==> config.mk <==
export PLATFORM = sky130hd
export DESIGN_NAME = serial_addsub_flat
export DESIGN_NICKNAME = d
export VERILOG_FILES = /design/src/rtl/serial_addsub_if.sv /design/src/rtl/serial_addsub.sv /design/src/flat_wrapper.sv
export SDC_FILE = /design/constraint.sdc
export NUM_CORES = 1
export LEC_CHECK = 0
export BUFFER_PORTS_ARGS = -buffer_cell sky130_fd_sc_hd__buf_2
export CORE_MARGIN = 2
export CORE_UTILIZATION = 35
export CTS_BUF_LIST = sky130_fd_sc_hd__clkbuf_4 sky130_fd_sc_hd__clkbuf_8
export DETAILED_ROUTE_END_ITERATION = 10
export PLACE_DENSITY = 0.68
export SYNTH_ARGS = -nofsm -noshare
export SYNTH_HDL_FRONTEND = slang
export SYNTH_SLANG_ARGS = --single-unit
export TNS_END_PERCENT = 20
==> constraint.sdc <==
create_clock -name clk -period 1.2 [get_ports clk]
set_input_delay 0.06 -clock clk [delete_from_list [all_inputs] [get_ports clk]]
set_output_delay 0.06 -clock clk [all_outputs]
set_load 0.03 [all_outputs]
==> src/rtl/serial_addsub_if.sv <==
// Request/response bundle for the bit-serial adder/subtractor.
// The requester drives the operation fields and start; the datapath
// answers with busy/done and the registered result flags.
interface serial_addsub_if #(
   parameter int WIDTH = 8
);
   logic             start;
   logic             sub;
   logic [WIDTH-1:0] operand_a;
   logic [WIDTH-1:0] operand_b;
   logic             carry_in;
   logic             busy;
   logic             done;
   logic [WIDTH-1:0] result;
   logic             carry_out;
   logic             overflow;

   modport master (
      output start, sub, operand_a, operand_b, carry_in,
      input  busy, done, result, carry_out, overflow
   );

   modport slave (
      input  start, sub, operand_a, operand_b, carry_in,
      output busy, done, result, carry_out, overflow
   );
endinterface

==> src/rtl/serial_addsub.sv <==
// Bit-serial two's-complement adder/subtractor.
// One full-adder cell plus a carry flop processes the operands LSB-first,
// one bit per clock. Subtraction is done as a + ~b + ~borrow_in by
// inverting B and the incoming carry at load time. Every output is a flop.
module serial_addsub #(
   parameter int WIDTH = 8
) (
   input  logic           clk,
   input  logic           reset,
   serial_addsub_if.slave bus
);

   localparam int              CNT_W    = (WIDTH > 2) ? $clog2(WIDTH) : 1;
   localparam logic [CNT_W-1:0] LAST_BIT = CNT_W'(WIDTH - 1);

   typedef enum logic [1:0] {
      IDLE  = 2'd0,
      SHIFT = 2'd1,
      DONE  = 2'd2
   } state_t;

   state_t           state_q, state_d;
   logic [WIDTH-1:0] a_q, a_d;
   logic [WIDTH-1:0] b_q, b_d;
   logic [WIDTH-1:0] res_q, res_d;
   logic             c_q, c_d;
   logic [CNT_W-1:0] cnt_q, cnt_d;
   logic             cout_q, cout_d;
   logic             ovf_q, ovf_d;
   logic             busy_q, busy_d;
   logic             done_q, done_d;

   logic             sum_bit;
   logic             carry_nxt;

   // Sum output of the single full-adder cell.
   function automatic logic fa_sum(input logic x, input logic y, input logic ci);
      return x ^ y ^ ci;
   endfunction

   // Carry output of the full-adder cell (majority of the three inputs).
   function automatic logic fa_carry(input logic x, input logic y, input logic ci);
      return (x & y) | (x & ci) | (y & ci);
   endfunction

   // The one full-adder cell, fed from the shift-register LSBs and the carry flop.
   always_comb begin
      sum_bit   = fa_sum(a_q[0], b_q[0], c_q);
      carry_nxt = fa_carry(a_q[0], b_q[0], c_q);
   end

   // Next-state and datapath update: load on accepted start, shift in SHIFT.
   always_comb begin
      state_d = state_q;
      a_d     = a_q;
      b_d     = b_q;
      res_d   = res_q;
      c_d     = c_q;
      cnt_d   = cnt_q;
      cout_d  = cout_q;
      ovf_d   = ovf_q;

      case (state_q)
         IDLE, DONE: begin
            // start is only honoured here; carry_out/overflow keep the
            // previous operation's flags until the next DONE.
            if (bus.start) begin
               a_d     = bus.operand_a;
               b_d     = bus.operand_b ^ {WIDTH{bus.sub}};
               c_d     = bus.carry_in ^ bus.sub;
               cnt_d   = '0;
               res_d   = '0;
               state_d = SHIFT;
            end else begin
               state_d = IDLE;
            end
         end

         SHIFT: begin
            a_d   = {1'b0, a_q[WIDTH-1:1]};
            b_d   = {1'b0, b_q[WIDTH-1:1]};
            res_d = {sum_bit, res_q[WIDTH-1:1]};
            c_d   = carry_nxt;
            cnt_d = cnt_q + CNT_W'(1);
            if (cnt_q == LAST_BIT) begin
               // c_q is the carry into the MSB here, carry_nxt the carry out.
               cout_d  = carry_nxt;
               ovf_d   = c_q ^ carry_nxt;
               cnt_d   = '0;
               state_d = DONE;
            end
         end

         default: begin
            state_d = IDLE;
         end
      endcase

      busy_d = (state_d == SHIFT);
      done_d = (state_d == DONE);
   end

   // State, datapath and registered outputs; reset aborts everything at once.
   always_ff @(posedge clk or posedge reset) begin
      if (reset) begin
         state_q <= IDLE;
         a_q     <= '0;
         b_q     <= '0;
         res_q   <= '0;
         c_q     <= 1'b0;
         cnt_q   <= '0;
         cout_q  <= 1'b0;
         ovf_q   <= 1'b0;
         busy_q  <= 1'b0;
         done_q  <= 1'b0;
      end else begin
         state_q <= state_d;
         a_q     <= a_d;
         b_q     <= b_d;
         res_q   <= res_d;
         c_q     <= c_d;
         cnt_q   <= cnt_d;
         cout_q  <= cout_d;
         ovf_q   <= ovf_d;
         busy_q  <= busy_d;
         done_q  <= done_d;
      end
   end

   assign bus.busy      = busy_q;
   assign bus.done      = done_q;
   assign bus.result    = res_q;
   assign bus.carry_out = cout_q;
   assign bus.overflow  = ovf_q;

endmodule
==> src/flat_wrapper.sv <==
// flat-port wrapper written by rule: the top's interface ports become plain ports
module serial_addsub_flat 
#(
   parameter int WIDTH = 8
)
  (clk, reset, bus_start, bus_sub, bus_operand_a, bus_operand_b, bus_carry_in, bus_busy, bus_done, bus_result, bus_carry_out, bus_overflow);
  serial_addsub_if #(.WIDTH(WIDTH)) bus_i ();
  input  logic clk;
  input  logic reset;
  input wire logic [$bits(bus_i.start)-1:0] bus_start;
  input wire logic [$bits(bus_i.sub)-1:0] bus_sub;
  input wire logic [$bits(bus_i.operand_a)-1:0] bus_operand_a;
  input wire logic [$bits(bus_i.operand_b)-1:0] bus_operand_b;
  input wire logic [$bits(bus_i.carry_in)-1:0] bus_carry_in;
  output wire logic [$bits(bus_i.busy)-1:0] bus_busy;
  output wire logic [$bits(bus_i.done)-1:0] bus_done;
  output wire logic [$bits(bus_i.result)-1:0] bus_result;
  output wire logic [$bits(bus_i.carry_out)-1:0] bus_carry_out;
  output wire logic [$bits(bus_i.overflow)-1:0] bus_overflow;
  assign bus_i.start = bus_start;
  assign bus_i.sub = bus_sub;
  assign bus_i.operand_a = bus_operand_a;
  assign bus_i.operand_b = bus_operand_b;
  assign bus_i.carry_in = bus_carry_in;
  assign bus_busy = bus_i.busy;
  assign bus_done = bus_i.done;
  assign bus_result = bus_i.result;
  assign bus_carry_out = bus_i.carry_out;
  assign bus_overflow = bus_i.overflow;
  serial_addsub #(.WIDTH(WIDTH)) u_core (.clk(clk), .reset(reset), .bus(bus_i));
endmodule
==> impl_metrics.json <==
{
  "grt_pass1_vias": 1175,
  "cts.path.max_buffers": 2,
  "status": "finished, violations left",
  "viasPerCell": 5.11,
  "areaGrowthSynthToFinish_pct": 34.4,
  "hp-class": "in2reg",
  "fin_crit_ns": 1.28,
  "crit_fanout": 8,
  "power.internal_mw": 3.47,
  "pwr-share-seq_pct": 35.7,
  "synth_area_leaders": "dfrtp_1, a22o_1, a221o_1, xnor2_1, a22oi_1",
  "gp_congestion": 0.732,
  "final_cell_mix": "dfrtp_1, buf_2, a22o_1, buf_4, a221o_1",
  "synth_area_sq_um": 1480,
  "place_area_sq_um": 1780,
  "cts-root-buf": "clkbuf_8",
  "met2_length_mm": 1.55,
  "crit_type": "reg2reg",
  "synth_top_area_cell": "dfrtp_1",
  "finClkSkew_ns": 0.00744,
  "highest_layer": "met4",
  "final_common_cell": "dfrtp_1",
  "switching_share_pct": 36.4,
  "yosys.area_share.simple_pct": 9.70,
  "ys_ff_latch": 34,
  "die_area_sq_um": 4770,
  "cts_tree": "done",
  "antenna_found_initial": 0,
  "postLayoutCellArea_sq_um": 1990,
  "grtUsageTotal_pct": 14.7,
  "drtIter0Drc": 80,
  "drc_errors": 0,
  "clockPowerShare_pct": 19.6,
  "crit_arrival_ns": 1.45,
  "synth_xor_area_share_pct": 5.91,
  "synth.distinct_cells": 26,
  "wl_per_cell_microns": 14.3,
  "setup_slack_ns": -0.0822,
  "met3WireLength_microns": 221,
  "rsz0062_at_grt": "yes",
  "yosys_warnings": 0,
  "cp-end-kind": "flop",
  "whs_endpoint": "u_core.a_q[6]$_DFFE_PP0P_",
  "max_slew_margin_pct": 71.8,
  "hp-start": "bus_operand_a[6]",
  "pre_cts_slack_ns": -0.0877,
  "drive_above_1_share_pct": 36.8,
  "setup_viol": 28,
  "worst_pin_slew_ns": 0.423,
  "p_per_area_nw_per_um2": 2740,
  "drv_cap": 0,
  "synth_top_family_by_area": "compound AO/OA/AOI/OAI gates",
  "post_cts_buffers": 0,
  "syn_nets": 148,
  "switchingPower_mw": 1.99,
  "fin_crit_sh_pct": 107,
  "path_clk_slew_ns": 0.07,
  "detail-route-antenna-nets": 0,
  "grt-ovfl-total": 0,
  "dieWidth_microns": 69.1,
  "hold_viol_final": 0,
  "synthCells": 124,
  "yosys.area_share.adder_pct": 3.04,
  "combPwrFrac_pct": 44.6,
  "synth_top_area_share_pct": 57.4,
  "fmax_ghz": 0.780,
  "drt-total-wl_mm": 3.20,
  "start_util_pct": 36.8,
  "fp-row-count": 23,
  "regToRegSetupSlack_ns": -0.08,
  "dieHeight_microns": 69.1,
  "first_pass_iters": 4,
  "muxShareOfSynthArea_pct": 0,
  "cts_max_level": 2,
  "hold-worst-slack_ns": 0.00636,
  "io_pins": 33,
  "holdPathStages": 3,
  "critPathRequiredTime_ns": 1.37,
  "cts_made_buffers": 5,
  "r2r-end": "u_core.b_q[4]$_DFFE_PP0P_",
  "slew_violations": 0,
  "critPathLaunchType": "flop",
  "cts_sinks": 34,
  "vdd_ir_drop_max_mv": 1.18,
  "wl_met1_mm": 1.39,
  "hpwl_mm": 2.29,
  "p_total_mw": 5.46,
  "yosysSeqAreaShare_pct": 57.4,
  "num_vias": 1145,
  "leakage_nw": 0.989,
  "r2r.worst_path.cells": 4,
  "grt_pass1_wl_mm": 5.45,
  "timing.rr.start": "u_core.state_q[0]$_DFF_PP0_",
  "synth_compound_area_share_pct": 18.1,
  "nets": 198,
  "portBuffers": 32,
  "violations": "setup timing",
  "clock_latency_ns": 0.29,
  "diodes": 0,
  "grt_max_degree": 35,
  "syn_avg_cell_area_sq_um": 12.0,
  "setup_tns_ns": -1.33,
  "core_area_sq_um": 4030
}
per-stage QoR:
| stage | cells | utilization, % |
|---|---|---|
| floorplan | 124 | - |
| global placement | 211 | 44.1 |
| detailed placement | 211 | 44.1 |
| CTS | 224 | 48.8 |
| global route | 224 | 49.5 |
| finish | 224 | 49.5 |
per-layer routing:
layer  track usage (%)  vias up
li1                  -      543
met1              17.3      562
met2              23.5       32
met3              6.73        8
met4              5.23        0
met5                 0        -
Yosys cell counts:
cell and count:
nor3_1 2, xnor2_1 7, nor2_1 8, a22oi_1 6
a22o_1 11, buf_2 4, nand3_1 6, xor2_1 3
nor2b_2 1, nand2_1 8, nand3b_1 1, nor2_2 1
a21o_1 1, inv_1 6, fa_1 1, buf_6 3
or2b_1 1, and2b_1 1, dfrtp_1 34, o2bb2ai_1 1
a221o_1 9, clkbuf_1 1, buf_4 1, o21ai_0 4
ha_1 2, nand2b_1 1
power groups by stage:
stage / registers, mW / logic, mW / clock network (mW)
4_1_cts: 1.94 / 2.40 / 1.09
3_3_place_gp: 1.92 / 2.24 / 0
5_1_grt: 2.01 / 2.65 / 1.14
3_5_place_dp: 1.95 / 2.34 / 0
2_1_floorplan: 2.19 / 1.34 / 0
6_report: 1.95 / 2.44 / 1.07
worst max-delay path by stage:
stage,endpoint,startpoint
2_1_floorplan,u_core.bus.overflow$_DFFE_PP0P_,u_core.c_q$_DFFE_PP0P_
3_3_place_gp,u_core.b_q[4]$_DFFE_PP0P_,u_core.state_q[0]$_DFF_PP0_
3_5_place_dp,u_core.b_q[3]$_DFFE_PP0P_,u_core.state_q[0]$_DFF_PP0_
4_1_cts,u_core.b_q[4]$_DFFE_PP0P_,u_core.state_q[0]$_DFF_PP0_
5_1_grt,u_core.b_q[4]$_DFFE_PP0P_,u_core.state_q[0]$_DFF_PP0_
6_report,u_core.b_q[4]$_DFFE_PP0P_,u_core.state_q[0]$_DFF_PP0_
kinds of logic after synthesis:
logic type / after synthesis
adders and majority gates: 3
AOI/OAI and AO/OA: 32
xor gates and xnor gates: 10
and+or+nand+nor: 30
buffers and inverters: 15
DFF: 34
critical path, cell delays in order (launching register included):
cell and delay, ns:
dfrtp_1 0.41, and2b_2 0.25, nor2_2 0.07, buf_12 0.14
a221o_1 0.29
flip-flops by register name (all words and copies together), names as in the netlist:
register / cells
u_core.bus.overflow: 1
u_core.c_q: 1
u_core.bus.result: 8
u_core.a_q: 8
u_core.b_q: 8
u_core.bus.carry_out: 1
u_core.bus.done: 1
u_core.state_q: 2
u_core.bus.busy: 1
u_core.cnt_q: 3
cell type report:
| class | instances | area [sq um] |
|---|---|---|
| Fill cell | 373 | 2040 |
| Sequential cell | 34 | 851 |
| Multi-Input combinational cell | 75 | 591 |
| Timing Repair Buffer | 52 | 354 |
| Clock buffer | 6 | 82.6 |
| Tap cell | 50 | 62.6 |
| Clock inverter | 1 | 30.0 |
| Inverter | 6 | 22.5 |
what timing repair did:
item                       in CTS  in global routing
setup endpoints to repair      30                 34
hold endpoints to repair       39                  0
resized for setup               5                  6
hold buffers                    6                  0
pin swaps                       2                  2
Power figures use the tool's default switching activity.
